<file path="src/rtl/core_seq_ctrl_pkg.sv">
// Shared definitions for the RV32I multi-cycle control path: opcode
// constants, FSM state encodings, datapath select codes and trap causes.
package core_seq_ctrl_pkg;

    localparam int OPC_W   = 7;
    localparam int STATE_W = 3;

    // RV32I base opcodes (instruction bits [6:0])
    localparam logic [OPC_W-1:0] OPC_OP     = 7'b0110011;
    localparam logic [OPC_W-1:0] OPC_OP_IMM = 7'b0010011;
    localparam logic [OPC_W-1:0] OPC_LUI    = 7'b0110111;
    localparam logic [OPC_W-1:0] OPC_AUIPC  = 7'b0010111;
    localparam logic [OPC_W-1:0] OPC_JAL    = 7'b1101111;
    localparam logic [OPC_W-1:0] OPC_JALR   = 7'b1100111;
    localparam logic [OPC_W-1:0] OPC_BRANCH = 7'b1100011;
    localparam logic [OPC_W-1:0] OPC_LOAD   = 7'b0000011;
    localparam logic [OPC_W-1:0] OPC_STORE  = 7'b0100011;
    localparam logic [OPC_W-1:0] OPC_FENCE  = 7'b0001111;
    localparam logic [OPC_W-1:0] OPC_SYSTEM = 7'b1110011;

    // FSM state encodings, also exported on state_dbg
    localparam logic [STATE_W-1:0] ST_FETCH  = 3'd0;
    localparam logic [STATE_W-1:0] ST_DECODE = 3'd1;
    localparam logic [STATE_W-1:0] ST_EXEC   = 3'd2;
    localparam logic [STATE_W-1:0] ST_MEM    = 3'd3;
    localparam logic [STATE_W-1:0] ST_WB     = 3'd4;
    localparam logic [STATE_W-1:0] ST_TRAP   = 3'd5;

    typedef enum logic [1:0] {
        PC_PLUS4  = 2'd0,
        PC_BRANCH = 2'd1,
        PC_JAL    = 2'd2,
        PC_JALR   = 2'd3
    } pc_sel_e;

    typedef enum logic [1:0] {
        WB_ALU  = 2'd0,
        WB_LOAD = 2'd1,
        WB_PC4  = 2'd2,
        WB_IMM  = 2'd3
    } wb_sel_e;

    typedef enum logic [1:0] {
        CAUSE_NONE    = 2'd0,
        CAUSE_ILLEGAL = 2'd1,
        CAUSE_DMEM_TO = 2'd2,
        CAUSE_RSVD    = 2'd3
    } trap_cause_e;

    // Result of classifying one opcode; wb_sel/pc_sel are the WB-state values
    typedef struct packed {
        logic    legal;
        logic    is_load;
        logic    is_store;
        logic    is_branch;
        logic    is_jump;
        logic    is_fence;
        wb_sel_e wb_sel;
        pc_sel_e pc_sel;
    } op_class_t;

endpackage

</file>
<file path="src/rtl/core_seq_ctrl_if.sv">
// Control/handshake bundle between the sequencer and the rest of the core.
// master = the sequencer, slave = datapath and memory side.
interface core_seq_ctrl_if
    import core_seq_ctrl_pkg::*;
#(
    parameter int CNT_W = 32
);
    logic [OPC_W-1:0]   opcode;
    logic               imem_ack;
    logic               dmem_ack;
    logic               branch_taken;
    logic               imem_req;
    logic               ir_we;
    logic               dmem_req;
    logic               dmem_we;
    logic               pc_we;
    logic [1:0]         pc_sel;
    logic               rf_we;
    logic [1:0]         wb_sel;
    logic               trap;
    logic [1:0]         trap_cause;
    logic [CNT_W-1:0]   instret;
    logic [STATE_W-1:0] state_dbg;

    modport master (
        input  opcode, imem_ack, dmem_ack, branch_taken,
        output imem_req, ir_we, dmem_req, dmem_we, pc_we, pc_sel,
               rf_we, wb_sel, trap, trap_cause, instret, state_dbg
    );

    modport slave (
        output opcode, imem_ack, dmem_ack, branch_taken,
        input  imem_req, ir_we, dmem_req, dmem_we, pc_we, pc_sel,
               rf_we, wb_sel, trap, trap_cause, instret, state_dbg
    );
endinterface

</file>
<file path="src/rtl/core_seq_ctrl_op_class.sv">
// Combinational opcode classifier feeding the sequencer.
module core_seq_ctrl_op_class
    import core_seq_ctrl_pkg::*;
(
    input  logic [OPC_W-1:0] opcode_i,
    output op_class_t        cls_o
);

    // Decode opcode into legality, instruction kind and writeback/PC selects
    always_comb begin
        cls_o = '{legal: 1'b0, is_load: 1'b0, is_store: 1'b0, is_branch: 1'b0,
                  is_jump: 1'b0, is_fence: 1'b0, wb_sel: WB_ALU, pc_sel: PC_PLUS4};
        case (opcode_i)
            OPC_OP, OPC_OP_IMM, OPC_AUIPC: begin
                cls_o.legal = 1'b1;
            end
            OPC_LUI: begin
                cls_o.legal  = 1'b1;
                cls_o.wb_sel = WB_IMM;
            end
            OPC_JAL: begin
                cls_o.legal   = 1'b1;
                cls_o.is_jump = 1'b1;
                cls_o.wb_sel  = WB_PC4;
                cls_o.pc_sel  = PC_JAL;
            end
            OPC_JALR: begin
                cls_o.legal   = 1'b1;
                cls_o.is_jump = 1'b1;
                cls_o.wb_sel  = WB_PC4;
                cls_o.pc_sel  = PC_JALR;
            end
            OPC_BRANCH: begin
                cls_o.legal     = 1'b1;
                cls_o.is_branch = 1'b1;
            end
            OPC_LOAD: begin
                cls_o.legal   = 1'b1;
                cls_o.is_load = 1'b1;
                cls_o.wb_sel  = WB_LOAD;
            end
            OPC_STORE: begin
                cls_o.legal    = 1'b1;
                cls_o.is_store = 1'b1;
            end
            OPC_FENCE: begin
                cls_o.legal    = 1'b1;
                cls_o.is_fence = 1'b1;
            end
            default: begin
                cls_o.legal = 1'b0;
            end
        endcase
    end

endmodule

</file>
<file path="src/rtl/core_seq_ctrl.sv">
// Multi-cycle RV32I sequencer: FETCH/DECODE/EXEC/MEM/WB with a terminal
// TRAP state, retired-instruction counter and data-memory timeout.
module core_seq_ctrl
    import core_seq_ctrl_pkg::*;
#(
    parameter int CNT_W       = 32,
    parameter int MEM_TIMEOUT = 16
) (
    input logic              clk,
    input logic              rst_n,
    core_seq_ctrl_if.master  bus
);

    // Counter only needs to reach MEM_TIMEOUT-1; the cycle after that is the trap
    localparam int             TO_W    = (MEM_TIMEOUT < 2) ? 1 : $clog2(MEM_TIMEOUT);
    localparam logic [TO_W-1:0] TO_LAST = TO_W'(MEM_TIMEOUT - 1);

    logic [STATE_W-1:0] state_q, state_d;
    logic [CNT_W-1:0]   instret_q, instret_d;
    logic [TO_W-1:0]    to_cnt_q, to_cnt_d;
    logic               trap_q, trap_d;
    logic [1:0]         cause_q, cause_d;
    logic               retire;
    op_class_t          cls;

    core_seq_ctrl_op_class u_op_class (
        .opcode_i (bus.opcode),
        .cls_o    (cls)
    );

    // Next-state, retirement, timeout and trap bookkeeping
    always_comb begin
        state_d  = state_q;
        to_cnt_d = to_cnt_q;
        trap_d   = trap_q;
        cause_d  = cause_q;
        retire   = 1'b0;
        case (state_q)
            ST_FETCH: begin
                if (bus.imem_ack) state_d = ST_DECODE;
            end
            ST_DECODE: begin
                if (cls.legal) begin
                    state_d = ST_EXEC;
                end else begin
                    state_d = ST_TRAP;
                    trap_d  = 1'b1;
                    cause_d = CAUSE_ILLEGAL;
                end
            end
            ST_EXEC: begin
                if (cls.is_branch) begin
                    state_d = ST_FETCH;
                    retire  = 1'b1;
                end else if (cls.is_load || cls.is_store) begin
                    state_d  = ST_MEM;
                    to_cnt_d = '0;
                end else begin
                    state_d = ST_WB;
                end
            end
            ST_MEM: begin
                if (bus.dmem_ack) begin
                    if (cls.is_store) begin
                        state_d = ST_FETCH;
                        retire  = 1'b1;
                    end else begin
                        state_d = ST_WB;
                    end
                end else if (to_cnt_q == TO_LAST) begin
                    state_d = ST_TRAP;
                    trap_d  = 1'b1;
                    cause_d = CAUSE_DMEM_TO;
                end else begin
                    to_cnt_d = to_cnt_q + 1'b1;
                end
            end
            ST_WB: begin
                state_d = ST_FETCH;
                retire  = 1'b1;
            end
            ST_TRAP: begin
                state_d = ST_TRAP;
            end
            default: begin
                state_d = ST_FETCH;
            end
        endcase
        instret_d = retire ? instret_q + CNT_W'(1) : instret_q;
    end

    // Registered state, counters and sticky trap
    always_ff @(posedge clk or negedge rst_n) begin
        if (!rst_n) begin
            state_q   <= ST_FETCH;
            instret_q <= '0;
            to_cnt_q  <= '0;
            trap_q    <= 1'b0;
            cause_q   <= CAUSE_NONE;
        end else begin
            state_q   <= state_d;
            instret_q <= instret_d;
            to_cnt_q  <= to_cnt_d;
            trap_q    <= trap_d;
            cause_q   <= cause_d;
        end
    end

    // Datapath enables/selects, forced low while reset is held
    always_comb begin
        bus.imem_req = 1'b0;
        bus.ir_we    = 1'b0;
        bus.dmem_req = 1'b0;
        bus.dmem_we  = 1'b0;
        bus.pc_we    = 1'b0;
        bus.pc_sel   = PC_PLUS4;
        bus.rf_we    = 1'b0;
        bus.wb_sel   = WB_ALU;
        if (rst_n) begin
            case (state_q)
                ST_FETCH: begin
                    bus.imem_req = 1'b1;
                    bus.ir_we    = bus.imem_ack;
                end
                ST_EXEC: begin
                    if (cls.is_branch) begin
                        bus.pc_we  = 1'b1;
                        bus.pc_sel = bus.branch_taken ? PC_BRANCH : PC_PLUS4;
                    end
                end
                ST_MEM: begin
                    bus.dmem_req = 1'b1;
                    bus.dmem_we  = cls.is_store;
                    if (bus.dmem_ack && cls.is_store) begin
                        bus.pc_we  = 1'b1;
                        bus.pc_sel = PC_PLUS4;
                    end
                end
                ST_WB: begin
                    bus.pc_we  = 1'b1;
                    bus.rf_we  = cls.is_jump || !cls.is_fence;
                    bus.wb_sel = cls.wb_sel;
                    bus.pc_sel = cls.pc_sel;
                end
                default: begin
                    bus.imem_req = 1'b0;
                end
            endcase
        end
    end

    assign bus.trap       = trap_q;
    assign bus.trap_cause = cause_q;
    assign bus.instret    = instret_q;
    assign bus.state_dbg  = state_q;

endmodule

</file>
<file path="src/flat_wrapper.sv">
// flat-port wrapper written by rule: the top's interface ports become plain ports
module core_seq_ctrl_flat import core_seq_ctrl_pkg::*;
#(
    parameter int CNT_W       = 32,
    parameter int MEM_TIMEOUT = 16
)
  (clk, rst_n, bus_opcode, bus_imem_ack, bus_dmem_ack, bus_branch_taken, bus_imem_req, bus_ir_we, bus_dmem_req, bus_dmem_we, bus_pc_we, bus_pc_sel, bus_rf_we, bus_wb_sel, bus_trap, bus_trap_cause, bus_instret, bus_state_dbg);
  core_seq_ctrl_if #(.CNT_W(CNT_W)) bus_i ();
  input logic clk;
  input logic rst_n;
  input wire logic [$bits(bus_i.opcode)-1:0] bus_opcode;
  input wire logic [$bits(bus_i.imem_ack)-1:0] bus_imem_ack;
  input wire logic [$bits(bus_i.dmem_ack)-1:0] bus_dmem_ack;
  input wire logic [$bits(bus_i.branch_taken)-1:0] bus_branch_taken;
  output wire logic [$bits(bus_i.imem_req)-1:0] bus_imem_req;
  output wire logic [$bits(bus_i.ir_we)-1:0] bus_ir_we;
  output wire logic [$bits(bus_i.dmem_req)-1:0] bus_dmem_req;
  output wire logic [$bits(bus_i.dmem_we)-1:0] bus_dmem_we;
  output wire logic [$bits(bus_i.pc_we)-1:0] bus_pc_we;
  output wire logic [$bits(bus_i.pc_sel)-1:0] bus_pc_sel;
  output wire logic [$bits(bus_i.rf_we)-1:0] bus_rf_we;
  output wire logic [$bits(bus_i.wb_sel)-1:0] bus_wb_sel;
  output wire logic [$bits(bus_i.trap)-1:0] bus_trap;
  output wire logic [$bits(bus_i.trap_cause)-1:0] bus_trap_cause;
  output wire logic [$bits(bus_i.instret)-1:0] bus_instret;
  output wire logic [$bits(bus_i.state_dbg)-1:0] bus_state_dbg;
  assign bus_i.opcode = bus_opcode;
  assign bus_i.imem_ack = bus_imem_ack;
  assign bus_i.dmem_ack = bus_dmem_ack;
  assign bus_i.branch_taken = bus_branch_taken;
  assign bus_imem_req = bus_i.imem_req;
  assign bus_ir_we = bus_i.ir_we;
  assign bus_dmem_req = bus_i.dmem_req;
  assign bus_dmem_we = bus_i.dmem_we;
  assign bus_pc_we = bus_i.pc_we;
  assign bus_pc_sel = bus_i.pc_sel;
  assign bus_rf_we = bus_i.rf_we;
  assign bus_wb_sel = bus_i.wb_sel;
  assign bus_trap = bus_i.trap;
  assign bus_trap_cause = bus_i.trap_cause;
  assign bus_instret = bus_i.instret;
  assign bus_state_dbg = bus_i.state_dbg;
  core_seq_ctrl #(.CNT_W(CNT_W), .MEM_TIMEOUT(MEM_TIMEOUT)) u_core (.clk(clk), .rst_n(rst_n), .bus(bus_i));
endmodule
</file>
<file path="config.mk">
export PLATFORM = sky130hd
export DESIGN_NAME = core_seq_ctrl_flat
export DESIGN_NICKNAME = d
export VERILOG_FILES = /design/src/rtl/core_seq_ctrl_pkg.sv /design/src/rtl/core_seq_ctrl_if.sv /design/src/rtl/core_seq_ctrl_op_class.sv /design/src/rtl/core_seq_ctrl.sv /design/src/flat_wrapper.sv
export SDC_FILE = /design/constraint.sdc
export NUM_CORES = 1
export LEC_CHECK = 0
export BUFFER_PORTS_ARGS = -buffer_cell sky130_fd_sc_hd__buf_2
export CORE_ASPECT_RATIO = 1.2
export CORE_MARGIN = 2
export CORE_UTILIZATION = 40
export CTS_CLUSTER_SIZE = 24
export DETAILED_ROUTE_END_ITERATION = 16
export PLACE_DENSITY = 0.72
export SYNTH_ARGS = -nofsm -noshare
export SYNTH_HDL_FRONTEND = slang
export SYNTH_SLANG_ARGS = --single-unit
</file>
<file path="constraint.sdc">
create_clock -name clk -period 2.1 [get_ports clk]
set_input_delay 0.315 -clock clk [delete_from_list [all_inputs] [get_ports clk]]
set_output_delay 0.315 -clock clk [all_outputs]
set_load 0.01 [all_outputs]
</file>
======== Word-level counts from Yosys, hierarchy flattened ========
Index checks and enable logic that the tools add are counted.
word-level totals
  output and inout bits ................... 48
  register bits after elaboration ......... 42
  word-level logic and storage cells ...... 95
cells by class
  reduce and logical (&&, ||, !) cells .... 12
  equal/unequal tests ..................... 24
  add/sub/neg operators ................... 2
  mux-type cells .......................... 52
operator list
  cell                                                 count
  adder 32 x 1 -> 32 bit, second input constant        1
  two-way mux 1 bit                                    25
  equality test 7 x 6 -> 1 bit, second input constant  3
  equality test 7 bit, second input constant           3
  two-way mux 3 bit                                    7
  two-way mux 4 bit                                    4
  case mux 3 bit (5 select lines)                      1
  equality test 7 x 5 -> 1 bit, second input constant  2
  two-way mux 2 bit                                    7
  case mux 2 bit (2 select lines)                      3
  != test 2 bit, second input constant                 5
  OR reduction 10 bit                                  1
  case mux 4 bit (2 select lines)                      1
  equality test 7 x 2 -> 1 bit, second input constant  1
  equality test 7 x 4 -> 1 bit, second input constant  1
  equality test 3 x 2 -> 1 bit, second input constant  2
  equality test 3 bit, second input constant           2
  case mux 1 bit (3 select lines)                      2
  case mux 2 bit (3 select lines)                      1
  AND reduction 5 bit                                  1
  adder 4 x 1 -> 4 bit, second input constant          1
  equality test 4 bit, second input constant           1
  != test 2 x 1 -> 1 bit, second input constant        2
  AND reduction 4 bit                                  1
  10 further kinds                                     12

======== Longest topological paths before layout ========
  word-level depth ........................ 6
  depth in mapped cells ................... 7

======== Modules after synthesis ========
A second synthesis with hierarchy kept.
unflattened totals
  cells, all modules ...................... 251
  area, all modules ....................... 2,372.3 um^2
by module, submodules not included
  module                  cells each  area an instance (um^2)  times used  seq. area each (um^2)
  core_seq_ctrl           225         2,178.3                  1           1,051.0
  core_seq_ctrl_op_class  26          193.9                    1           0.0

======== Worst setup path after synthesis ========
OpenSTA, ideal clock, no wires.
  path type ............................... reg-to-reg
  start point ............................. register u_core.state_q[2] (netlist: u_core.bus.state_dbg[2])
  end point ............................... register u_core.instret_q[21] (netlist: u_core.bus.instret[21])
  data required time ...................... 2,021 ps
  slack ................................... 215 ps
  data arrival time ....................... 1,806 ps
  library setup time ...................... 79 ps
  stages on the path, launching flop included .. 8
  cells stage by stage .................... dfrtp_1 buf_2 or3b_1 o22ai_2 a21oi_1 buf_2 nor3_2 xor2_1
between the ends
  longest elaborated chain between the ends .. 2
  elaborated cells between the ends (all ways) .. 4
RTL lines
  what                                                                 line                  text
  start: declaration                                                   core_seq_ctrl.sv:18   logic [STATE_W-1:0] state_q, state_d;
  start signal: assignment                                             core_seq_ctrl.sv:101  state_q <= state_d;
  equality test 3 bit or equality test 3 x 2 -> 1 bit (tied branches)  core_seq_ctrl.sv:38   case (state_q)
  case mux 1 bit (3 select lines) (*)                                  core_seq_ctrl.sv:38
  end signal: assignment                                               core_seq_ctrl.sv:102  instret_q <= instret_d;
  end: declaration                                                     core_seq_ctrl.sv:19   logic [CNT_W-1:0] instret_q, instret_d;
Every way passes the cells marked *; elsewhere a longest branch is shown, timed or not.
A chain may end at the register's enable or synchronous reset.

======== Worst setup path after layout ========
  start point ............................. register u_core.state_q[2] (netlist: u_core.bus.state_dbg[2])
  end point ............................... output port bus_pc_we
between the ends
  longest elaborated chain between the ends .. 3
  elaborated cells between the ends (all ways) .. 5
RTL lines
  what                                                                 line                  text
  equality test 3 bit or equality test 3 x 2 -> 1 bit (tied branches)  core_seq_ctrl.sv:120  case (state_q)
  case mux 1 bit (3 select lines) (*)                                  core_seq_ctrl.sv:120
  two-way mux 1 bit (*)                                                core_seq_ctrl.sv:119  if (rst_n) begin
  end: declaration                                                     flat_wrapper.sv:19    output wire logic [$bits(bus_i.pc_we)-1:0] bus_pc_we;
Marks and branches as above.

==> metrics.csv <==
stage,metric,value,unit
synth,post-synthesis sequential area ratio,44.8,%
global_routing,GRT Overall Usage,18.3,%
floorplan,Starting Density,41.3,%
drt,Initial DRC Count,74,
cells_and_area,utilization after layout,53.7,%
clock_network,Num CTS Buffers,5,
place,hpwl dp,4.03,mm
global_routing,first-pass GRT wire length,9.29,mm
clock_network,htree depth,2,
power,peak supply drop,0.409,mV
critical_path,Worst Path Max Fanout,4,
synth,top_reg_cell synth,dfrtp_1,
synth,post-synthesis cell type count,50,
synth,syn nets,259,
synth,async set or reset register ratio after synthesis,100,%
hold_path,HP Class,primary input to asynchronous set/reset pin,
sta,actual slew at the worst max-slew pin,0.620,ns
floorplan,Rows,30,
power,Power Total,2550,uW
cells_and_area,area occupied by registers,0.00105,mm^2
clock_network,CTS sink count,42,
synth,dominant cells by area after synthesis,"dfrtp_1, xor2_1, nor2_1",
clock_network,clk buf depth,2,
synth,most frequent cell after synthesis,dfrtp_1,
cells_and_area,Final #Nets,341,
global_routing,initial antenna violation count,0,
floorplan,# IOs,60,
cells_and_area,Area Overhead vs Synth,30.0,%
critical_path,cells on worst reg2reg path,7,
clock_network,CTS tree,done,
sta,fin crit share,97.3,%
drt,DRC violations left,0,
critical_path,startpoint types,flop,
cells_and_area,Multi-input gate area,0.00126,mm^2
critical_path,"slowest stage delay, CP",0.42,ns
drt,via count,2066,
global_routing,number of global-route vias before repair,2057,
critical_path,CP Launch Point,u_core.bus.state_dbg[2]$_DFFE_PN0P_,
sta,f_max,490,MHz
power,leakage,0.00153,uW
sta,Worst Clk Skew,0.00663,ns
sta,relative slew slack,58.7,%
clock_network,worst skew pair latency,0.29,ns
place,routability cong.,0.914,
synth,"top cells by count, synth","dfrtp_1, nor2_1, xor2_1",
drt,WL final,5.50,mm
clock_network,clock slew at reported path FFs,0.08,ns
synth,Avg Inst Size Synth,9.57,um^2
critical_path,Crit path required time,1.78,ns
synth,cell taking the most area after synthesis,dfrtp_1,
place,Port Buffers,59,
critical_path,Critical Path Sink,bus_pc_we,
synth,Post-synth EDFFs,0,
power,PwrDens,838,mW/mm^2
sta,final hold vios,0,
floorplan,die area,0.00649,mm^2
synth,Synth warnings,0,
synth,"FF+latch count, synth",42,
critical_path,CP Buf/Inv Count,2,
critical_path,worst reg2reg path startpoint,u_core.bus.state_dbg[0]$_DFFE_PN0P_,
global_routing,largest net degree at the start of global routing,25,
critical_path,Crit Reg-Reg Endpoint,u_core.bus.instret[13]$_DFFE_PN0P_,
floorplan,chip height,87.9,um
status,outcome,completed,
sta,min Tclk post-route,2.04,ns
drt,Avg WL per Cell,13.5,um
cells_and_area,layout cells sized above 1,34.5,%
critical_path,total stage count of the critical path,6,
critical_path,worst path cell trace,or3b_4 -> o22ai_4 -> buf_6 -> a21oi_4 -> nor2b_1 -> buf_2,
global_routing,remaining global-route overflow,0,
floorplan,Core ar.,0.00567,mm^2
critical_path,Worst setup EP type,output pin,
flow_run,Max-cap violations,0,
sta,setup repair after global routing missed its margin,true,
cells_and_area,Antenna diodes,0,
floorplan,Die X-Extent,73.9,um
sta,final slew viol count,0,
critical_path,critical path's top delay family,simple AND/OR/NAND/NOR gates,
sta,final setup violating endpoints,0,
critical_path,Setup Crit Path Kind,flop to output pin,
synth,post-synth top area share,44.8,%
clock_network,root buf cell,clkbuf_8,
drt,Final ANT Viol Nets,0,
drt,Via density,5.06,
synth,cell area after synthesis,0.00234,mm^2
critical_path,FF-to-FF setup slack,0.14,ns
drt,DRT Pass-1 Iters,4,
cells_and_area,# fillers,518,
critical_path,Worst Path Arrival,1.73,ns
synth,Mapped Cells,245,
critical_path,CP max-delay cell,or3b_4,
## how the worst min path moves through the flow
stage / from / endpoint / slack (ns) / cells after the start
final: rst_n / u_core.bus.instret[30]$_DFFE_PN0P_ / 0.09 / 2
after global routing: rst_n / u_core.bus.instret[30]$_DFFE_PN0P_ / 0.11 / 2
after CTS: rst_n / u_core.bus.instret[30]$_DFFE_PN0P_ / 0.08 / 2
after detailed placement: rst_n / u_core.bus.state_dbg[0]$_DFFE_PN0P_ / 0.41 / 2
after global placement: rst_n / u_core.bus.instret[30]$_DFFE_PN0P_ / 0.41 / 2
after floorplan: rst_n / u_core.bus.instret[0]$_DFFE_PN0P_ / 0.02 / 0
## cell families after synthesis
group | synth area share [%]
simple gates | 28.7
fa+ha+maj | 1.49
flops | 44.8
compound gates | 8.28
mux | 0.908
buf+inv | 3.42
xor+xnor | 12.3
## power by group
group | total (uW) | leakage, uW | internal, uW | switching [uW]
sequential | 1020 | 0.000529 | 914 | 103
clock | 619 | 0.0000579 | 350 | 270
combinational | 915 | 0.000947 | 427 | 488
total | 2550 | 0.00153 | 1690 | 860
## layout make-up
class,count,share of cell area [%]
multi-input cells,183,41.4
clock inverters,3,1.31
repair buffers,83,15.7
inverters,12,1.48
flip-flops and latches,42,34.5
well taps,80,3.29
clock buffers,5,2.26
## per-layer routing
metal,track usage [%],part of all wire [%],vias to the layer above
li1,-,-,1012
met1,22.5,43,988
met2,31.2,50,61
met3,4.26,5.3,5
met4,6.78,1.0,0
met5,0,0,-
## flip-flops by register name, indices dropped and copies added, names as in the netlist
register and cells:
u_core.bus.instret 32, u_core.bus.state_dbg 3, u_core.bus.trap 1, u_core.to_cnt_q 4
u_core.bus.trap_cause 2
## per-stage QoR
| stage | area [um^2] | setup TNS [ns] | hold slack [ns] | setup WS [ns] | instances |
|---|---|---|---|---|---|
| floorplan | 2340 | 0 | 0.0194 | 0.215 | 245 |
| global placement | 2850 | 0 | 0.411 | 0.0706 | 395 |
| detailed placement | 2850 | -0.0128 | 0.407 | -0.00934 | 395 |
| CTS | 3020 | 0 | 0.0812 | 0.00622 | 408 |
| global route | 3050 | -0.0654 | 0.113 | -0.0519 | 408 |
| finish | 3050 | 0 | 0.0888 | 0.0571 | 408 |
## cells in the final DEF (no fill, tap or decap), drive strengths merged, types with 9 or more instances in the layout
cell	n
buf	83
inv	12
xnor2	9
nand2	22
nor2	30
xor2	24
dfrtp	42
nand3	12
nor3	19
a21oi	11
## timing repair
item,CTS,global route
gates resized for setup,6,5
pin swaps,3,3
hold buffers,0,0
setup buffers,5,0
setup endpoints to repair,4,6
No activity file was read; power rests on OpenSTA's default activity.
